File: src/rtl/hazard_ctrl_if.sv
// Signal bundle between the pipeline stages and hazard_ctrl.
// The master side is the pipeline, which supplies hazard inputs; the slave side is the controller, which returns the strobes.
interface hazard_ctrl_if;
  logic [4:0] rs1_addr_IF;
  logic [4:0] rs2_addr_IF;
  logic       rs1_access_IF;
  logic       rs2_access_IF;
  logic [4:0] rd_addr_ID;
  logic       rd_access_ID;
  logic       dmem_access_ID;
  logic       sel_MUL_ID;
  logic       sel_DIV_ID;
  logic       jump_taken;
  logic       dmem_access_MEM;
  logic       dmem_ready;
  logic       stall_IF;
  logic       clear_IF;
  logic       stall_ID;
  logic       clear_ID;
  logic       stall_EX;
  logic       clear_EX;
  logic       wb_inhibit;
  logic       mul_start;
  logic       div_start;
  logic       busy;

  modport master (
    output rs1_addr_IF, rs2_addr_IF, rs1_access_IF, rs2_access_IF,
    output rd_addr_ID, rd_access_ID, dmem_access_ID, sel_MUL_ID, sel_DIV_ID,
    output jump_taken, dmem_access_MEM, dmem_ready,
    input  stall_IF, clear_IF, stall_ID, clear_ID, stall_EX, clear_EX,
    input  wb_inhibit, mul_start, div_start, busy
  );

  modport slave (
    input  rs1_addr_IF, rs2_addr_IF, rs1_access_IF, rs2_access_IF,
    input  rd_addr_ID, rd_access_ID, dmem_access_ID, sel_MUL_ID, sel_DIV_ID,
    input  jump_taken, dmem_access_MEM, dmem_ready,
    output stall_IF, clear_IF, stall_ID, clear_ID, stall_EX, clear_EX,
    output wb_inhibit, mul_start, div_start, busy
  );
endinterface

File: src/rtl/hazard_ctrl.sv
// Five-stage pipeline hazard controller: load-use bubbles, jump flushes,
// MUL/DIV occupancy of EX and data-memory wait states.
module hazard_ctrl #(
  parameter int MUL_CYCLES = 2,
  parameter int DIV_CYCLES = 32
) (
  input logic         clk,
  input logic         reset,
  hazard_ctrl_if.slave hz
);
  localparam int MAX_CYC = (MUL_CYCLES > DIV_CYCLES) ? MUL_CYCLES : DIV_CYCLES;
  localparam int CNT_W   = (MAX_CYC > 1) ? $clog2(MAX_CYC) : 1;
  localparam logic [CNT_W-1:0] MUL_LOAD = CNT_W'(MUL_CYCLES - 1);
  localparam logic [CNT_W-1:0] DIV_LOAD = CNT_W'(DIV_CYCLES - 1);

  localparam logic [1:0] ST_IDLE     = 2'd0;
  localparam logic [1:0] ST_MEM_WAIT = 2'd1;
  localparam logic [1:0] ST_MUL_WAIT = 2'd2;
  localparam logic [1:0] ST_DIV_WAIT = 2'd3;

  logic [1:0]       state_q, state_d;
  logic [CNT_W-1:0] cnt_q, cnt_d;
  logic stall_if_s, clear_if_s, stall_id_s, clear_id_s, stall_ex_s, clear_ex_s;
  logic wb_inhibit_s, mul_start_s, div_start_s;
  logic mem_wait_s, load_use_s;

  // Destination x0 is never a real producer, so it never triggers a bubble.
  function automatic logic load_use_f(
    input logic [4:0] rs1, input logic rs1_acc,
    input logic [4:0] rs2, input logic rs2_acc,
    input logic [4:0] rd,  input logic rd_acc, input logic is_mem
  );
    return rd_acc && is_mem && (rd != 5'd0) &&
           ((rs1_acc && (rs1 == rd)) || (rs2_acc && (rs2 == rd)));
  endfunction

  assign mem_wait_s = hz.dmem_access_MEM && !hz.dmem_ready;
  assign load_use_s = load_use_f(hz.rs1_addr_IF, hz.rs1_access_IF,
                                 hz.rs2_addr_IF, hz.rs2_access_IF,
                                 hz.rd_addr_ID, hz.rd_access_ID, hz.dmem_access_ID);

  // Next-state and strobe decode.
  always_comb begin
    state_d      = state_q;
    cnt_d        = cnt_q;
    stall_if_s   = 1'b0;
    clear_if_s   = 1'b0;
    stall_id_s   = 1'b0;
    clear_id_s   = 1'b0;
    stall_ex_s   = 1'b0;
    clear_ex_s   = 1'b0;
    wb_inhibit_s = 1'b0;
    mul_start_s  = 1'b0;
    div_start_s  = 1'b0;
    case (state_q)
      // The MEM_WAIT release cycle re-runs the idle decode so a held jump or
      // MUL/DIV in EX is acted on without losing a cycle.
      ST_IDLE, ST_MEM_WAIT: begin
        if (mem_wait_s) begin
          stall_if_s   = 1'b1;
          stall_id_s   = 1'b1;
          stall_ex_s   = 1'b1;
          wb_inhibit_s = 1'b1;
          state_d      = ST_MEM_WAIT;
        end else if (hz.jump_taken) begin
          clear_if_s = 1'b1;
          clear_id_s = 1'b1;
          state_d    = ST_IDLE;
        end else if (hz.sel_DIV_ID) begin
          div_start_s = 1'b1;
          stall_if_s  = 1'b1;
          stall_id_s  = 1'b1;
          clear_ex_s  = 1'b1;
          cnt_d       = DIV_LOAD;
          state_d     = ST_DIV_WAIT;
        end else if (hz.sel_MUL_ID) begin
          mul_start_s = 1'b1;
          stall_if_s  = 1'b1;
          stall_id_s  = 1'b1;
          clear_ex_s  = 1'b1;
          cnt_d       = MUL_LOAD;
          state_d     = ST_MUL_WAIT;
        end else if (load_use_s) begin
          stall_if_s = 1'b1;
          clear_id_s = 1'b1;
          state_d    = ST_IDLE;
        end else begin
          state_d = ST_IDLE;
        end
      end
      ST_MUL_WAIT, ST_DIV_WAIT: begin
        if (cnt_q != '0) begin
          stall_if_s = 1'b1;
          stall_id_s = 1'b1;
          clear_ex_s = 1'b1;
          cnt_d      = cnt_q - CNT_W'(1);
        end else begin
          state_d = ST_IDLE;
        end
      end
      default: begin
        state_d = ST_IDLE;
        cnt_d   = '0;
      end
    endcase
  end

  // State and wait counter.
  always_ff @(posedge clk or posedge reset) begin
    if (reset) begin
      state_q <= ST_IDLE;
      cnt_q   <= '0;
    end else begin
      state_q <= state_d;
      cnt_q   <= cnt_d;
    end
  end

  assign hz.stall_IF   = !reset && stall_if_s;
  assign hz.clear_IF   = !reset && clear_if_s;
  assign hz.stall_ID   = !reset && stall_id_s;
  assign hz.clear_ID   = !reset && clear_id_s;
  assign hz.stall_EX   = !reset && stall_ex_s;
  assign hz.clear_EX   = !reset && clear_ex_s;
  assign hz.wb_inhibit = !reset && wb_inhibit_s;
  assign hz.mul_start  = !reset && mul_start_s;
  assign hz.div_start  = !reset && div_start_s;
  assign hz.busy       = !reset && (state_q != ST_IDLE);
endmodule

File: src/flat_wrapper.sv
// flat-port wrapper written by rule: the top's interface ports become plain ports
module hazard_ctrl_flat 
#(
  parameter int MUL_CYCLES = 2,
  parameter int DIV_CYCLES = 32
)
  (clk, reset, hz_rs1_addr_IF, hz_rs2_addr_IF, hz_rs1_access_IF, hz_rs2_access_IF, hz_rd_addr_ID, hz_rd_access_ID, hz_dmem_access_ID, hz_sel_MUL_ID, hz_sel_DIV_ID, hz_jump_taken, hz_dmem_access_MEM, hz_dmem_ready, hz_stall_IF, hz_clear_IF, hz_stall_ID, hz_clear_ID, hz_stall_EX, hz_clear_EX, hz_wb_inhibit, hz_mul_start, hz_div_start, hz_busy);
  hazard_ctrl_if hz_i ();
  input logic clk;
  input logic reset;
  input wire logic [$bits(hz_i.rs1_addr_IF)-1:0] hz_rs1_addr_IF;
  input wire logic [$bits(hz_i.rs2_addr_IF)-1:0] hz_rs2_addr_IF;
  input wire logic [$bits(hz_i.rs1_access_IF)-1:0] hz_rs1_access_IF;
  input wire logic [$bits(hz_i.rs2_access_IF)-1:0] hz_rs2_access_IF;
  input wire logic [$bits(hz_i.rd_addr_ID)-1:0] hz_rd_addr_ID;
  input wire logic [$bits(hz_i.rd_access_ID)-1:0] hz_rd_access_ID;
  input wire logic [$bits(hz_i.dmem_access_ID)-1:0] hz_dmem_access_ID;
  input wire logic [$bits(hz_i.sel_MUL_ID)-1:0] hz_sel_MUL_ID;
  input wire logic [$bits(hz_i.sel_DIV_ID)-1:0] hz_sel_DIV_ID;
  input wire logic [$bits(hz_i.jump_taken)-1:0] hz_jump_taken;
  input wire logic [$bits(hz_i.dmem_access_MEM)-1:0] hz_dmem_access_MEM;
  input wire logic [$bits(hz_i.dmem_ready)-1:0] hz_dmem_ready;
  output wire logic [$bits(hz_i.stall_IF)-1:0] hz_stall_IF;
  output wire logic [$bits(hz_i.clear_IF)-1:0] hz_clear_IF;
  output wire logic [$bits(hz_i.stall_ID)-1:0] hz_stall_ID;
  output wire logic [$bits(hz_i.clear_ID)-1:0] hz_clear_ID;
  output wire logic [$bits(hz_i.stall_EX)-1:0] hz_stall_EX;
  output wire logic [$bits(hz_i.clear_EX)-1:0] hz_clear_EX;
  output wire logic [$bits(hz_i.wb_inhibit)-1:0] hz_wb_inhibit;
  output wire logic [$bits(hz_i.mul_start)-1:0] hz_mul_start;
  output wire logic [$bits(hz_i.div_start)-1:0] hz_div_start;
  output wire logic [$bits(hz_i.busy)-1:0] hz_busy;
  assign hz_i.rs1_addr_IF = hz_rs1_addr_IF;
  assign hz_i.rs2_addr_IF = hz_rs2_addr_IF;
  assign hz_i.rs1_access_IF = hz_rs1_access_IF;
  assign hz_i.rs2_access_IF = hz_rs2_access_IF;
  assign hz_i.rd_addr_ID = hz_rd_addr_ID;
  assign hz_i.rd_access_ID = hz_rd_access_ID;
  assign hz_i.dmem_access_ID = hz_dmem_access_ID;
  assign hz_i.sel_MUL_ID = hz_sel_MUL_ID;
  assign hz_i.sel_DIV_ID = hz_sel_DIV_ID;
  assign hz_i.jump_taken = hz_jump_taken;
  assign hz_i.dmem_access_MEM = hz_dmem_access_MEM;
  assign hz_i.dmem_ready = hz_dmem_ready;
  assign hz_stall_IF = hz_i.stall_IF;
  assign hz_clear_IF = hz_i.clear_IF;
  assign hz_stall_ID = hz_i.stall_ID;
  assign hz_clear_ID = hz_i.clear_ID;
  assign hz_stall_EX = hz_i.stall_EX;
  assign hz_clear_EX = hz_i.clear_EX;
  assign hz_wb_inhibit = hz_i.wb_inhibit;
  assign hz_mul_start = hz_i.mul_start;
  assign hz_div_start = hz_i.div_start;
  assign hz_busy = hz_i.busy;
  hazard_ctrl #(.MUL_CYCLES(MUL_CYCLES), .DIV_CYCLES(DIV_CYCLES)) u_core (.clk(clk), .reset(reset), .hz(hz_i));
endmodule
File: config.mk
export PLATFORM = sky130hd
export DESIGN_NAME = hazard_ctrl_flat
export DESIGN_NICKNAME = d
export VERILOG_FILES = /design/src/rtl/hazard_ctrl_if.sv /design/src/rtl/hazard_ctrl.sv /design/src/flat_wrapper.sv
export SDC_FILE = /design/constraint.sdc
export NUM_CORES = 1
export LEC_CHECK = 0
export ABC_CLOCK_PERIOD_IN_PS = 2500
export BUFFER_PORTS_ARGS = -buffer_cell sky130_fd_sc_hd__buf_2
export CORE_AREA = 2 2 46 48
export CTS_BUF_LIST = sky130_fd_sc_hd__clkbuf_8
export DETAILED_ROUTE_END_ITERATION = 10
export DIE_AREA = 0 0 48 50
export PLACE_DENSITY = 0.7
export RECOVER_POWER = 50
export SETUP_SLACK_MARGIN = 0.02
export SYNTH_ARGS = -nofsm -noshare
export SYNTH_HDL_FRONTEND = slang
export SYNTH_SLANG_ARGS = --single-unit
File: constraint.sdc
create_clock -name clk -period 2.5 [get_ports clk]
set_input_delay 0.75 -clock clk [delete_from_list [all_inputs] [get_ports clk]]
set_output_delay 0.75 -clock clk [all_outputs]
set_load 0.02 [all_outputs]
# Word-level counts from Yosys, hierarchy flattened
# Cells that the tools add are included.
word_totals:
  ff_bits: 7
  output_inout_bits: 10
op_classes:
  n_addsub: 1
  n_eq_ne: 10
  muxes: 44
  n_reduce_logical: 25
op_table:
  columns: ["operator", "n"]
  rows:
  - ["two-way mux 1 bit", 29]
  - ["two-way mux 5 bit", 5]
  - ["logical AND 1 bit", 15]
  - ["equality test 5 bit", 2]
  - ["two-way mux 2 bit", 5]
  - ["one-hot mux 5 bit (2 select lines)", 1]
  - ["nonzero test 5 bit", 2]
  - ["inequality test 2 bit, second input constant", 3]
  - ["one-hot mux 1 bit (2 select lines)", 3]
  - ["subtractor 5 x 1 -> 5 bit, second input constant", 1]
  - ["equality test 2 bit, second input constant", 2]
  - ["one-hot mux 2 bit (2 select lines)", 1]
  - ["AND reduction 4 bit", 1]
  - ["OR reduction 2 bit", 2]
  - ["inequality test 3 bit, second input constant", 1]
  - ["equality test 2 x 1 -> 1 bit, second input constant", 1]
  - ["logical NOT 1 bit", 2]
  - ["logical NOT 2 bit", 1]
  - ["inequality test 2 x 1 -> 1 bit, second input constant", 1]
  - ["nonzero test 2 bit", 1]
  - ["logical OR 1 bit", 1]

# Depth between registers and ports, before layout
logic_depth:
  word_depth: 11
  ltp_mapped: 7

# Worst setup path before layout
# No wires, ideal clock.
synth_timing:
  path_kind: "input-to-output"
  start: "input hz_rd_addr_ID[1]"
  end: "output hz_stall_IF"
  arrival_time_ps: 1709
  setup_slack_ps: 41
  cell_stages: 3
  n_path_buf: 0
  cell_sequence: "or3_1 o311a_1 a41o_1"
synth_between:
  elab_chain_len: 11
  elab_cells_between_ends: 15
  cone_classes: "2 x eq/ne; 6 x mux; 7 x reduce/logical"
synth_rtl:
  columns: ["element", "line", "rtl"]
  rows:
  - ["start, declared", "flat_wrapper.sv:15", "input wire logic [$bits(hz_i.rd_addr_ID)-1:0] hz_rd_addr_ID;"]
  - ["equality test 5 bit", "hazard_ctrl.sv:34", "((rs1_acc && (rs1 == rd)) || (rs2_acc && (rs2 == rd)));"]
  - ["logical AND 1 bit", "hazard_ctrl.sv:34", null]
  - ["logical OR 1 bit", "hazard_ctrl.sv:34", null]
  - ["logical AND 1 bit *", "hazard_ctrl.sv:33", "return rd_acc && is_mem && (rd != 5'd0) &&"]
  - ["two-way mux 1 bit *", "hazard_ctrl.sv:83", "end else if (load_use_s) begin"]
  - ["two-way mux 1 bit *", "hazard_ctrl.sv:76", "end else if (hz.sel_MUL_ID) begin"]
  - ["two-way mux 1 bit *", "hazard_ctrl.sv:69", "end else if (hz.sel_DIV_ID) begin"]
  - ["two-way mux 1 bit *", "hazard_ctrl.sv:65", "end else if (hz.jump_taken) begin"]
  - ["two-way mux 1 bit *", "hazard_ctrl.sv:59", "if (mem_wait_s) begin"]
  - ["one-hot mux 1 bit (2 select lines) *", "hazard_ctrl.sv:55", "case (state_q)"]
  - ["logical AND 1 bit *", "hazard_ctrl.sv:119", "assign hz.stall_IF = !reset && stall_if_s;"]
  - ["end, declared", "flat_wrapper.sv:23", "output wire logic [$bits(hz_i.stall_IF)-1:0] hz_stall_IF;"]
# Mark *: on every way between the ends. The rest lies on a longest branch, timed or not.

# Worst setup path after layout
# Ends and elaborated chain as after synthesis.

==> metrics <==
total grt overflow=0; DRC=0; register area share after synthesis=0.279; CTS tree=built; Crit Path Max Fanout=2; CP Capture Type=primary output; max incr delay on CP=370 ps; CP max-delay cell=or3_4; initial core utilization=0.330; Nets=152; post-synth cell types=32; IO Count=36; first-pass GRT wire length=2690 um; antenna viol nets, final=0; synthesized area per cell=8.05 um^2; Die X=48 um; Syn. warnings=0; Crit path max-delay family=compound AO/OA/AOI/OAI gates; minimum clock period=2610 ps; HP Class=input pin to async pin; RePlAce Congestion=0.800; Critical path origin=hz_rd_addr_ID[1]; slew at the pin closest to its max-slew limit=372 ps; max-slew violations=0; Mapped Area=628 um^2; Placed Cells=143; total track usage=0.159; flop2flop setup slack=740 ps; Worst-path clk slew=40 ps; switching power=334 uW; Area Growth Syn to Fin=65.7%; Setup crit start kind=input pin; Arr. time, crit path=1860 ps; Slew headroom=0.752; Detailed Routing Iterations Pass 1=4; DP HPWL=1410 um; share of cells above drive strength 1=0.488; final total power=844 uW; root buffer cell=clkbuf_8; cells on worst reg2reg path=9; Final setup viols=3; worst vdd ir=0.539 mV; pre-CTS WS=-175 ps; CTS H-tree depth=1; IO buf count=35; Leak=0.514 nW; clock buffer depth=2; CP cell instances=buf_6 -> or3_4 -> o311a_1 -> a41o_1 -> buf_6; Int Pwr=510 uW; Finished Core Util=0.547; WL final=1830 um; Core ar.=1900 um^2; CTS buffer count=3; antenna violations before repair=0; clk sinks=7; Comb power frac=0.532; Net Sw Frac=0.396; Fill cells=170; Setup WS post-layout=-110 ps; number of hold buffers added after CTS=0; buffers and inverters on the worst path=2; CP dominant cell by count=buf_6; unrepaired setup endpoints after global routing=yes; final setup TNS=-203 ps; largest net degree at the start of global routing=13; via count=727; FF-to-FF Start=u_core.cnt_q[0]; worst setup path class=input pin to primary output; P per Cell Area=811 nW/um^2; flops & latches, synth=7; Max Cap Viol=0; row count=16; # diodes=0; part of the power in registers=0.286; Worst Path Required=1750 ps; Clock Power Share=0.182; final instance count without filler cells=150; Post-Syn Nets=106; Final Hold Viols=0; die area=2400 um^2; Cells after Synth=78; FMAX=383 MHz; clk_skew=0.954 ps; status=complete, but fails checks; final period utilization=1.04; DRT iter0 DRCs=6; drt wl/cell=12.2 um; worst r2r dst=u_core.cnt_q[3]; vias per inst=4.85; vias in the first global route=683; Clock Latency Late Sink=230 ps; failing checks=negative setup slack; die span in y=50 um
[power by group through the flow]
stage	registers, mW	logic [mW]	clock network [mW]
detailed placement	0.236	0.365	0
finish	0.241	0.449	0.154
global route	0.249	0.508	0.168
floorplan	0.208	0.276	0
global placement	0.231	0.349	0
CTS	0.240	0.414	0.160
[placed cells by master, fill, tap and decap left out, types with 3 or more instances in the layout]
| cell type | count |
|---|---|
| xnor2_1 | 5 |
| clkbuf_1 | 3 |
| nand2_1 | 6 |
| inv_1 | 6 |
| buf_4 | 5 |
| buf_6 | 6 |
| xnor2_2 | 5 |
| dfrtp_1 | 7 |
| buf_2 | 29 |
| a21oi_1 | 8 |
| clkbuf_8 | 3 |
| nor2_1 | 9 |
[worst max-delay path by stage]
stage	endpoint	slack, ps	cells past startpoint
2_1_floorplan	hz_stall_IF	40	3
3_3_place_gp	hz_stall_IF	-150	5
3_5_place_dp	hz_clear_ID	-170	8
4_1_cts	hz_stall_IF	-140	5
5_1_grt	hz_stall_IF	-130	5
6_report	hz_stall_IF	-110	5
[worst reg2reg max path: stages (launching register included)]
cell and delay, ps:
dfrtp_1 380, inv_1 130, ha_4 150, nor4b_4 200, clkbuf_1 170, nor2b_4 50, buf_4 140, nor2_2 200
o21ai_1 100, a21oi_1 160
[per-layer routing]
metal  vias up  track usage  part of all wire
li1        364            -                 -
met1       335        0.152              0.36
met2        26        0.296              0.58
met3         2       0.0403             0.056
met4         0       0.0676            0.0055
met5         -            0                 0
[state kept, by name (all words and copies together) (netlist names)]
signal / count
u_core.cnt_q: 5
u_core.state_q: 2
[cell type report]
| type | instances | area (um^2) | share of cell area |
|---|---|---|---|
| sequential | 7 | 175 | 0.168 |
| inverter | 6 | 22.5 | 0.0216 |
| multi-input combinational | 63 | 503 | 0.483 |
| tap | 27 | 33.8 | 0.0325 |
| clock inverter | 1 | 3.75 | 0.00361 |
| timing repair buffer | 43 | 262 | 0.251 |
| clock buffer | 3 | 41.3 | 0.0397 |
[per-stage QoR]
| stage | hold WS (ps) | instance area [um^2] |
|---|---|---|
| global placement | 462 | 863 |
| CTS | 455 | 966 |
| floorplan | 450 | 628 |
| global route | 498 | 1040 |
| finish | 467 | 1040 |
| detailed placement | 475 | 863 |
[cells in the mapped netlist]
library cell | count | area (um^2)
xnor2_1 | 10 | 87.6
a21oi_1 | 9 | 45.0
nor2_1 | 9 | 33.8
dfrtp_1 | 7 | 175
inv_1 | 6 | 22.5
nand2_1 | 6 | 22.5
ha_1 | 2 | 25.0
nand2b_1 | 2 | 12.5
nand4_1 | 2 | 12.5
nor2b_1 | 2 | 12.5
nor3_1 | 2 | 10.0
a21o_1 | 1 | 7.51
a21o_4 | 1 | 15.0
a311oi_1 | 1 | 8.76
a41o_1 | 1 | 10.0
and2_1 | 1 | 6.26
and3_1 | 1 | 6.26
buf_4 | 1 | 7.51
clkbuf_1 | 1 | 3.75
nand3_1 | 1 | 5.00
nor2_2 | 1 | 6.26
nor2b_2 | 1 | 8.76
nor3_2 | 1 | 10.0
nor4b_2 | 1 | 15.0
o21ai_0 | 1 | 5.00
o21ai_1 | 1 | 5.00
o22a_1 | 1 | 8.76
o22ai_1 | 1 | 6.26
o311a_1 | 1 | 10.0
o31a_1 | 1 | 8.76
or3_1 | 1 | 6.26
or3b_1 | 1 | 8.76
[repair_timing]
action / 4_1_cts / 5_1_grt
setup buffers: 2 / 1
resized for setup: 8 / 17
pin swaps: 6 / 10
setup endpoints to repair: 3 / 3
endpoints found under the hold margin: 0 / 0
[cells by family after synthesis]
family                     Yosys count  share of synthesized area
xor gates and xnor gates            10                      0.139
buffers and inverters                8                     0.0538
DFF                                  7                      0.279
AOI/OAI and AO/OA                   19                      0.207
and+or+nand+nor                     32                      0.281
adders and majority gates            2                     0.0398
(Power assumes the default switching activity.)
